File: src/rtl/im_stage_pkg.sv
// Shared definitions for the memory stage: FSM state encodings and RV32I load/store funct3 codes.
// Also holds the byte-enable helper used by the sub-word aligner.
package im_stage_pkg;

   typedef enum logic [0:0] {
      IM_IDLE = 1'b0,
      IM_WAIT = 1'b1
   } im_state_e;

   localparam logic [2:0] F3_B  = 3'b000;
   localparam logic [2:0] F3_H  = 3'b001;
   localparam logic [2:0] F3_W  = 3'b010;
   localparam logic [2:0] F3_BU = 3'b100;
   localparam logic [2:0] F3_HU = 3'b101;

   // funct3[1:0] carries the access width; funct3[2] only affects load extension
   function automatic logic [3:0] size_be(input logic [2:0] size, input logic [1:0] off);
      logic [3:0] be;
      unique case (size[1:0])
         2'b00:   be = 4'b0001 << off;
         2'b01:   be = off[1] ? 4'b1100 : 4'b0011;
         default: be = 4'b1111;
      endcase
      return be;
   endfunction

endpackage

File: src/rtl/im_lsu_align.sv
// Sub-word load/store alignment: byte enables, store lane replication and load extraction
// with sign/zero extension. Only instantiated when IM_STAGE_SUBWORD_EN is defined.
module im_lsu_align
   import im_stage_pkg::*;
#(
   parameter int unsigned WIDTH = 32
) (
   input  logic [1:0]       i_off,
   input  logic [2:0]       i_size,
   input  logic [WIDTH-1:0] i_wdata,
   input  logic [WIDTH-1:0] i_rdata,
   output logic [3:0]       o_be,
   output logic [WIDTH-1:0] o_wdata,
   output logic [WIDTH-1:0] o_rdata
);

   logic [WIDTH-1:0] shifted;

   always_comb begin
      o_be    = size_be(i_size, i_off);
      shifted = i_rdata >> {i_off, 3'b000};

      unique case (i_size[1:0])
         2'b00:   o_wdata = {4{i_wdata[7:0]}};
         2'b01:   o_wdata = {2{i_wdata[15:0]}};
         default: o_wdata = i_wdata;
      endcase

      unique case (i_size)
         F3_B:    o_rdata = {{24{shifted[7]}}, shifted[7:0]};
         F3_BU:   o_rdata = {24'd0, shifted[7:0]};
         F3_H:    o_rdata = {{16{shifted[15]}}, shifted[15:0]};
         F3_HU:   o_rdata = {16'd0, shifted[15:0]};
         default: o_rdata = i_rdata;
      endcase
   end

endmodule

File: src/rtl/im_stage.sv
// RV32I memory stage: drives the valid/ready data-memory port, stalls the pipeline on wait
// states and registers write-back data into IM/IWB. Define IM_STAGE_SUBWORD_EN for byte/half.
module im_stage
   import im_stage_pkg::*;
#(
   parameter int unsigned WIDTH    = 32,
   parameter int unsigned ADDR_W   = 32,
   parameter int unsigned RF_ADD_W = 5
) (
   input  logic                i_clk,
   input  logic                i_rstn,
   input  logic [WIDTH-1:0]    i_im_alu_out,
   input  logic [WIDTH-1:0]    i_im_write_data,
   input  logic                i_im_mem_we,
   input  logic                i_im_mem_re,
   input  logic                i_im_rf_we_ctrl,
   input  logic [2:0]          i_im_rf_wb_src_ctrl,
   input  logic [WIDTH-1:0]    i_im_sx_data,
   input  logic [ADDR_W-1:0]   i_im_pc_plus_4,
   input  logic [RF_ADD_W-1:0] i_im_dst,
`ifdef IM_STAGE_SUBWORD_EN
   input  logic [2:0]          i_im_mem_size,
`endif
   input  logic                i_dmem_ready,
   input  logic [WIDTH-1:0]    i_dmem_rdata,
   output logic                o_dmem_req,
   output logic                o_dmem_we,
   output logic [WIDTH-1:0]    o_dmem_addr,
   output logic [WIDTH-1:0]    o_dmem_wdata,
   output logic [3:0]          o_dmem_be,
   output logic [WIDTH-1:0]    o_m_alu_out,
   output logic                o_stall,
   output logic [WIDTH-1:0]    o_iwb_alu_out,
   output logic [WIDTH-1:0]    o_iwb_mem_rdata,
   output logic [WIDTH-1:0]    o_iwb_sx_data,
   output logic [ADDR_W-1:0]   o_iwb_pc_plus_4,
   output logic                o_iwb_rf_we_ctrl,
   output logic [2:0]          o_iwb_rf_wb_src_ctrl,
   output logic [RF_ADD_W-1:0] o_iwb_dst
);

   im_state_e state_q, state_d;

   logic access, is_load, req, stall, load_done;
   logic [WIDTH-1:0] load_data;

   logic [WIDTH-1:0]    iwb_alu_q, iwb_alu_d;
   logic [WIDTH-1:0]    iwb_rdata_q, iwb_rdata_d;
   logic [WIDTH-1:0]    iwb_sx_q, iwb_sx_d;
   logic [ADDR_W-1:0]   iwb_pc_q, iwb_pc_d;
   logic                iwb_rf_we_q, iwb_rf_we_d;
   logic [2:0]          iwb_src_q, iwb_src_d;
   logic [RF_ADD_W-1:0] iwb_dst_q, iwb_dst_d;

   assign access  = i_im_mem_we | i_im_mem_re;
   assign is_load = i_im_mem_re & ~i_im_mem_we;

   always_comb begin
      state_d = state_q;
      req     = 1'b0;
      stall   = 1'b0;
      unique case (state_q)
         IM_IDLE: begin
            if (access) begin
               req = 1'b1;
               if (!i_dmem_ready) begin
                  stall   = 1'b1;
                  state_d = IM_WAIT;
               end
            end
         end
         IM_WAIT: begin
            req = 1'b1;
            if (i_dmem_ready) state_d = IM_IDLE;
            else              stall   = 1'b1;
         end
         default: state_d = IM_IDLE;
      endcase
   end

   // Reset must withdraw an in-flight request at once, not at the next edge
   assign o_dmem_req  = req & i_rstn;
   assign o_stall     = stall & i_rstn;
   assign o_dmem_we   = i_im_mem_we;
   assign o_dmem_addr = {i_im_alu_out[WIDTH-1:2], 2'b00};
   assign o_m_alu_out = i_im_alu_out;
   assign load_done   = req & i_dmem_ready & is_load;

`ifdef IM_STAGE_SUBWORD_EN
   im_lsu_align #(
      .WIDTH(WIDTH)
   ) u_align (
      .i_off  (i_im_alu_out[1:0]),
      .i_size (i_im_mem_size),
      .i_wdata(i_im_write_data),
      .i_rdata(i_dmem_rdata),
      .o_be   (o_dmem_be),
      .o_wdata(o_dmem_wdata),
      .o_rdata(load_data)
   );
`else
   assign o_dmem_be    = 4'hF;
   assign o_dmem_wdata = i_im_write_data;
   assign load_data    = i_dmem_rdata;
`endif

   // A stalled edge writes a bubble so each instruction reaches the RF exactly once
   always_comb begin
      iwb_alu_d   = i_im_alu_out;
      iwb_sx_d    = i_im_sx_data;
      iwb_pc_d    = i_im_pc_plus_4;
      iwb_src_d   = i_im_rf_wb_src_ctrl;
      iwb_rf_we_d = i_im_rf_we_ctrl & ~stall;
      iwb_dst_d   = stall ? '0 : i_im_dst;
      iwb_rdata_d = load_done ? load_data : iwb_rdata_q;
   end

   always_ff @(posedge i_clk or negedge i_rstn) begin
      if (!i_rstn) begin
         state_q     <= IM_IDLE;
         iwb_alu_q   <= '0;
         iwb_rdata_q <= '0;
         iwb_sx_q    <= '0;
         iwb_pc_q    <= '0;
         iwb_rf_we_q <= 1'b0;
         iwb_src_q   <= '0;
         iwb_dst_q   <= '0;
      end else begin
         state_q     <= state_d;
         iwb_alu_q   <= iwb_alu_d;
         iwb_rdata_q <= iwb_rdata_d;
         iwb_sx_q    <= iwb_sx_d;
         iwb_pc_q    <= iwb_pc_d;
         iwb_rf_we_q <= iwb_rf_we_d;
         iwb_src_q   <= iwb_src_d;
         iwb_dst_q   <= iwb_dst_d;
      end
   end

   assign o_iwb_alu_out        = iwb_alu_q;
   assign o_iwb_mem_rdata      = iwb_rdata_q;
   assign o_iwb_sx_data        = iwb_sx_q;
   assign o_iwb_pc_plus_4      = iwb_pc_q;
   assign o_iwb_rf_we_ctrl     = iwb_rf_we_q;
   assign o_iwb_rf_wb_src_ctrl = iwb_src_q;
   assign o_iwb_dst            = iwb_dst_q;

endmodule

File: config.mk
export PLATFORM = sky130hd
export DESIGN_NAME = im_stage
export DESIGN_NICKNAME = d
export VERILOG_FILES = /design/src/rtl/im_stage_pkg.sv /design/src/rtl/im_lsu_align.sv /design/src/rtl/im_stage.sv
export SDC_FILE = /design/constraint.sdc
export NUM_CORES = 1
export LEC_CHECK = 0
export ABC_AREA = 1
export CAP_MARGIN = 20
export CORE_AREA = 2 2 159 161
export CTS_CLUSTER_DIAMETER = 80
export DETAILED_ROUTE_END_ITERATION = 10
export DIE_AREA = 0 0 161 163
export PLACE_DENSITY = 0.65
export SETUP_SLACK_MARGIN = 0.02
export SKIP_CTS_REPAIR_TIMING = 1
export SLEW_MARGIN = 15
export SYNTH_ARGS = -nofsm -noshare
export SYNTH_HDL_FRONTEND = slang
export SYNTH_HIERARCHICAL = 1
export SYNTH_SLANG_ARGS = --single-unit
export TNS_END_PERCENT = 10
File: constraint.sdc
create_clock -name i_clk -period 0.95 [get_ports i_clk]
set_input_delay 0.19 -clock i_clk [delete_from_list [all_inputs] [get_ports i_clk]]
set_output_delay 0.19 -clock i_clk [all_outputs]
set_load 0.05 [all_outputs]
==> results.json, run 1 <==
{
  "ys_top_cells_by_count": "dfrtp_1 (138), buf_4 (101), inv_1 (41)",
  "fin_crit_ns": 1.46,
  "area_growth_pct": 125,
  "drt_iter0_markers": 98,
  "dp.final_hpwl_um": 12700,
  "route.detailed.drc": 0,
  "hold_start": "i_im_alu_out[16]",
  "gp_congestion": 0.762,
  "multiInputGateArea_um2": 537,
  "ys_ff_latch": 138,
  "start_kind": "flop",
  "status": "complete, but fails checks",
  "yosysTopAreaCell": "dfrtp_1",
  "io_pins": 414,
  "skew_ns": 0.00342,
  "ant_nets": 0,
  "vias": 3429,
  "cts-htree-levels": 4,
  "worstRegToRegCells": 4,
  "grt.overflow.total": 0,
  "clk_pin_slew_ns": 0.06,
  "grt_pass1_wl_um": 23200,
  "wire_per_inst_um": 15.6,
  "synth_cells": 365,
  "grt_max_degree": 57,
  "p_leak_uw": 0.00531,
  "utilization": 0.447,
  "slew_viol_final": 0,
  "fin_ws_ns": -0.506,
  "fin_nets": 830,
  "synth_top_area_share": 0.703,
  "setup_viol_count_final": 139,
  "fmax_mhz": 687,
  "synth_cell_type_count": 11,
  "async_reset_ff_frac": 1.00,
  "fp.dieArea_mm2": 0.0262,
  "cts_buffers": 17,
  "synth_top_flop_cell": "dfrtp_1",
  "fp.dieW_um": 161,
  "hold_path_end": "o_iwb_alu_out[16]",
  "ys_seq_area_frac": 0.703,
  "rr_startpoint": "state_q",
  "initial_utilization": 0.199,
  "critPathArrivalTime_ns": 1.27,
  "cts_root_buf": "clkbuf_16",
  "ff_latch_area_mm2": 0.00345,
  "synth.area.top_cells": "dfrtp_1 (70%), buf_4 (15%), o21ai_2 (5.7%)",
  "track_usage": 0.121,
  "die_y_um": 163,
  "worstHoldPathType": "in -> reg",
  "vdd.ir_drop.worst_v": 0.000911,
  "endpoint_kind": "output port",
  "cts_tree": "done",
  "rsz0062_at_grt": "yes",
  "r2r-end": "o_iwb_dst[0]",
  "yosysMostFrequentCell": "dfrtp_1",
  "layout-drive-gt1-share": 0.460,
  "rows": 58,
  "via_per_inst": 3.43,
  "wl_um": 15600,
  "port_buffers": 343,
  "first_pass_iters": 4,
  "core-area_mm2": 0.0247,
  "r2r_slack_ns": 0.02,
  "antenna_found_initial": 2,
  "synth_warnings": 6,
  "criticalPathCategory": "reg -> out",
  "syn_area_per_cell_um2": 13.5,
  "final.fill_count": 2151,
  "syn_area_mm2": 0.00491,
  "hold_viol": 0,
  "max-clock-path-buffers": 2,
  "hold_slack_ns": 0.0327,
  "failed_checks": "setup timing",
  "required_ns": 0.76,
  "power.density_mw_per_mm2": 1800,
  "holdPathStages": 1,
  "maxCapViolations": 0,
  "grt_pass1_vias": 3903,
  "clk_latency_ns": 0.41,
  "period_share": 1.53,
  "synth_edf_count": 0,
  "path_max_fanout": 2,
  "clock-sinks": 138
}
[where the power goes]
part	switching [uW]	internal, uW	leakage (uW)
Clock	2730	4210	0.000304
Combinational	3090	2990	0.00336
Sequential	449	6330	0.00164
[worst max-delay path, cell delays in order, from the launching register on]
cell and delay (ns):
dfrtp_1 0.38, nor2_4 0.04, buf_4 0.14, a21oi_4 0.14
buf_12 0.15
[how the worst max path moves through the flow]
stage	from	to	slack, ns	depth (start not counted)
after floorplan	state_q	o_dmem_req	-0.1	2
after global placement	i_im_mem_re	o_stall	-0.48	6
after detailed placement	i_im_mem_re	o_stall	-0.49	6
after CTS	state_q	o_stall	-0.64	5
after global routing	state_q	o_stall	-0.60	5
final	state_q	o_dmem_req	-0.51	4
[per-stage QoR]
stage	worst slack, ns	instances	setup TNS (ns)	area (um2)	total power [uW]
floorplan	-0.0959	369	-0.172	4940	9770
global placement	-0.475	963	-31.86	10200	12900
detailed placement	-0.489	963	-32.18	10200	13000
CTS	-0.635	995	-48.77	10900	20100
global route	-0.599	999	-35.99	11000	20600
finish	-0.506	1000	-29.70	11000	19800
[sequential cells by signal, indices dropped and copies added, names as in the netlist]
register / flops
o_iwb_alu_out: 32
o_iwb_rf_wb_src_ctrl: 3
state_q: 1
o_iwb_mem_rdata: 32
o_iwb_pc_plus_4: 32
o_iwb_rf_we_ctrl: 1
o_iwb_dst: 5
o_iwb_sx_data: 32
[metal layers]
layer | routed length [um] | vias to the layer above | part of all wire | GRT usage
met5 | 13 | - | 0.00083 | 0
li1 | - | 1575 | - | -
met1 | 5000 | 1632 | 0.32 | 0.118
met3 | 1590 | 23 | 0.10 | 0.0591
met2 | 8630 | 197 | 0.55 | 0.217
met4 | 355 | 2 | 0.023 | 0.0532
[logic make-up after synthesis]
kind of cell / Yosys count / synth area share
other: 2 / 0.00153
buffers and inverters: 149 / 0.200
DFF: 138 / 0.703
AOI/OAI and AO/OA: 39 / 0.0642
and+or+nand+nor: 37 / 0.0311
[placed cells by master (no fill, tap or decap)]
cell type        instances
buf_12                 206
dfrtp_1                137
clkdlybuf4s50_1        106
inv_1                   41
dlymetal6s2s_1          34
nand2_1                 32
o21ai_2                 32
buf_4                   24
clkbuf_16               17
conb_1                   6
clkinv_4                 6
a21oi_2                  4
bufinv_16                3
inv_8                    3
buf_6                    3
nor2_4                   2
nand2_2                  2
a21oi_1                  2
dlygate4sd3_1            2
diode_2                  1
inv_2                    1
a21oi_4                  1
nand3_4                  1
inv_6                    1
clkbuf_1                 1
clkinv_2                 1
dfrtp_2                  1
[cell type report]
class | count | area share
Clock inverter | 14 | 0.0172
Tap cell | 330 | 0.0374
Multi-Input combinational cell | 82 | 0.0487
Sequential cell | 138 | 0.313
Clock buffer | 18 | 0.0389
Timing Repair Buffer | 375 | 0.530
Inverter | 42 | 0.0143
Antenna cell | 1 | 0.000227
Power figures use the tool's default switching activity.
==> run 2, diff against run 1 <==
--- a/config.mk
+++ b/config.mk
@@ -6,15 +6,14 @@
 export NUM_CORES = 1
 export LEC_CHECK = 0
 export ABC_AREA = 1
+export ABC_CLOCK_PERIOD_IN_PS = 950
 export CAP_MARGIN = 20
 export CORE_AREA = 2 2 159 161
-export CTS_CLUSTER_DIAMETER = 80
 export DETAILED_ROUTE_END_ITERATION = 10
 export DIE_AREA = 0 0 161 163
 export PLACE_DENSITY = 0.65
 export SETUP_SLACK_MARGIN = 0.02
 export SKIP_CTS_REPAIR_TIMING = 1
-export SLEW_MARGIN = 15
 export SYNTH_ARGS = -nofsm -noshare
 export SYNTH_HDL_FRONTEND = slang
 export SYNTH_HIERARCHICAL = 1
==> results of run 2 <==
No change in the layout: final DEF, timing and power equal those of run 1.
==> run 3, diff against run 2 <==
==> constraint.sdc (replaced) <==
create_clock -name i_clk -period 0.95 [get_ports i_clk]
set_input_delay 0.19 -clock i_clk [delete_from_list [all_inputs] [get_ports i_clk]]
set_output_delay 0.19 -clock i_clk [all_outputs]
set_load 0.005 [all_outputs]
==> results.json, run 3 (synthesis results as in run 1) <==
{
  "status": "complete, but fails checks",
  "failed_checks": "setup timing",
  "initial_utilization": 0.199,
  "drt_iter0_markers": 156,
  "cts_tree": "done",
  "area_growth_pct": 73.2,
  "route.detailed.drc": 0,
  "setup_viol_count_final": 145,
  "clk_latency_ns": 0.41,
  "met3_usage": 0.0441,
  "slew_viol_final": 0,
  "required_ns": 0.76,
  "setup-tns-final_ns": -19.06,
  "dp.final_hpwl_um": 10800,
  "path_max_fanout": 2,
  "criticalPathCategory": "reg -> out",
  "grt_max_degree": 79,
  "layout_common_cells": "clkbuf_2 (149), dfrtp_1 (138), clkdlybuf4s50_1 (105)",
  "cts_root_buf": "clkbuf_16",
  "rr_startpoint": "state_q",
  "cts_buffers": 17,
  "core-area_mm2": 0.0247,
  "worstHoldPathType": "in -> reg",
  "total_power_uw": 15300,
  "gr-usage-met2": 0.173,
  "period_share": 1.51,
  "use_met1": 0.126,
  "skew_ns": 0.00319,
  "grt.overflow.total": 0,
  "p_leak_uw": 0.00475,
  "wire_per_inst_um": 14.3,
  "clock-sinks": 138,
  "fp.dieArea_mm2": 0.0262,
  "ant_nets": 0,
  "vdd.ir_drop.worst_v": 0.000946,
  "r2r_slack_ns": -0.05,
  "hold_path_end": "o_iwb_alu_out[0]",
  "rows": 58,
  "antenna_found_initial": 0,
  "endpoint_kind": "output port",
  "hold_viol": 0,
  "first_pass_iters": 4,
  "layout_commonest_cell": "clkbuf_2",
  "gp_congestion": 0.761,
  "fp.dieW_um": 161,
  "worstRegToRegCells": 4,
  "fin_crit_ns": 1.43,
  "grt_pass1_vias": 3525,
  "maxCapViolations": 0,
  "critPathArrivalTime_ns": 1.24,
  "power.density_mw_per_mm2": 1800,
  "n_antenna_cell": 0,
  "port_buffers": 343,
  "grt_pass1_wl_um": 20800,
  "fin_nets": 854,
  "layout-drive-gt1-share": 0.392,
  "vias": 3533,
  "clk_pin_slew_ns": 0.06,
  "wl_um": 14600,
  "fmax_mhz": 698,
  "busiest_layer": "met2",
  "holdPathStages": 2,
  "start_kind": "flop",
  "via_per_inst": 3.45,
  "io_pins": 414,
  "max-clock-path-buffers": 2,
  "hold_start": "i_im_alu_out[0]",
  "r2r-end": "o_iwb_dst[4]",
  "cts-htree-levels": 4,
  "die_y_um": 163,
  "track_usage": 0.107,
  "fin_ws_ns": -0.483,
  "rsz0062_at_grt": "yes"
}
-- run 3: cell count changes in the layout (fill, tap and decap cells not counted), sizes merged, moves of 2 or more --
cell	before	now
inv	46	52
buf	233	47
bufinv	3	1
dlygate4sd3	2	21
clkbuf	18	167
clkinv	7	2
dlymetal6s2s	34	77
-- run 3: final cells by class --
class,count,area [um2]
fill,2507,16200
sequential,138,3450
timing repair buffer,399,3370
multi-input combinational,82,519
clock buffer,18,439
tap,330,413
inverter,42,158
clock inverter,14,150
-- run 3: how the worst max path moves through the flow --
stage / from / to / depth (start not counted)
floorplan: state_q / o_stall / 4
global placement: i_im_mem_we / o_stall / 6
detailed placement: i_im_mem_re / o_stall / 6
CTS: state_q / o_stall / 5
global route: state_q / o_stall / 5
finish: state_q / o_stall / 5
-- run 3: per-stage QoR --
stage,hold slack [ns],cells,instance area [um2],setup WS [ns],utilization
2_1_floorplan,-0.106,369,4930,0.0243,-
3_3_place_gp,0.320,960,8190,-0.701,0.332
3_5_place_dp,0.330,960,8190,-0.703,0.332
4_1_cts,-0.128,992,8780,-0.833,0.356
5_1_grt,0.0223,1023,8510,-0.585,0.345
6_report,0.0383,1023,8510,-0.483,0.345
-- run 3: critical path: stages, from the launching register on --
cell	delay [ns]
dfrtp_1	0.39
nor2_2	0.12
nand2_1	0.09
nand2_1	0.09
nor2_1	0.04
clkbuf_2	0.10
-- run 3: routing by layer --
layer / part of all wire / vias to the layer above / wire length, um
met3: 0.091 / 17 / 1330
met2: 0.50 / 198 / 7280
met4: 0.016 / 0 / 233
met5: 0 / - / 0
met1: 0.39 / 1686 / 5730
li1: - / 1632 / -
-- run 3: power by group --
part | leakage [uW] | switching [uW] | internal [uW] | total [uW]
combinational | 0.00282 | 877 | 1320 | 2190
sequential | 0.00164 | 184 | 6320 | 6510
clock | 0.000289 | 2840 | 3800 | 6640
total | 0.00475 | 3900 | 11400 | 15300
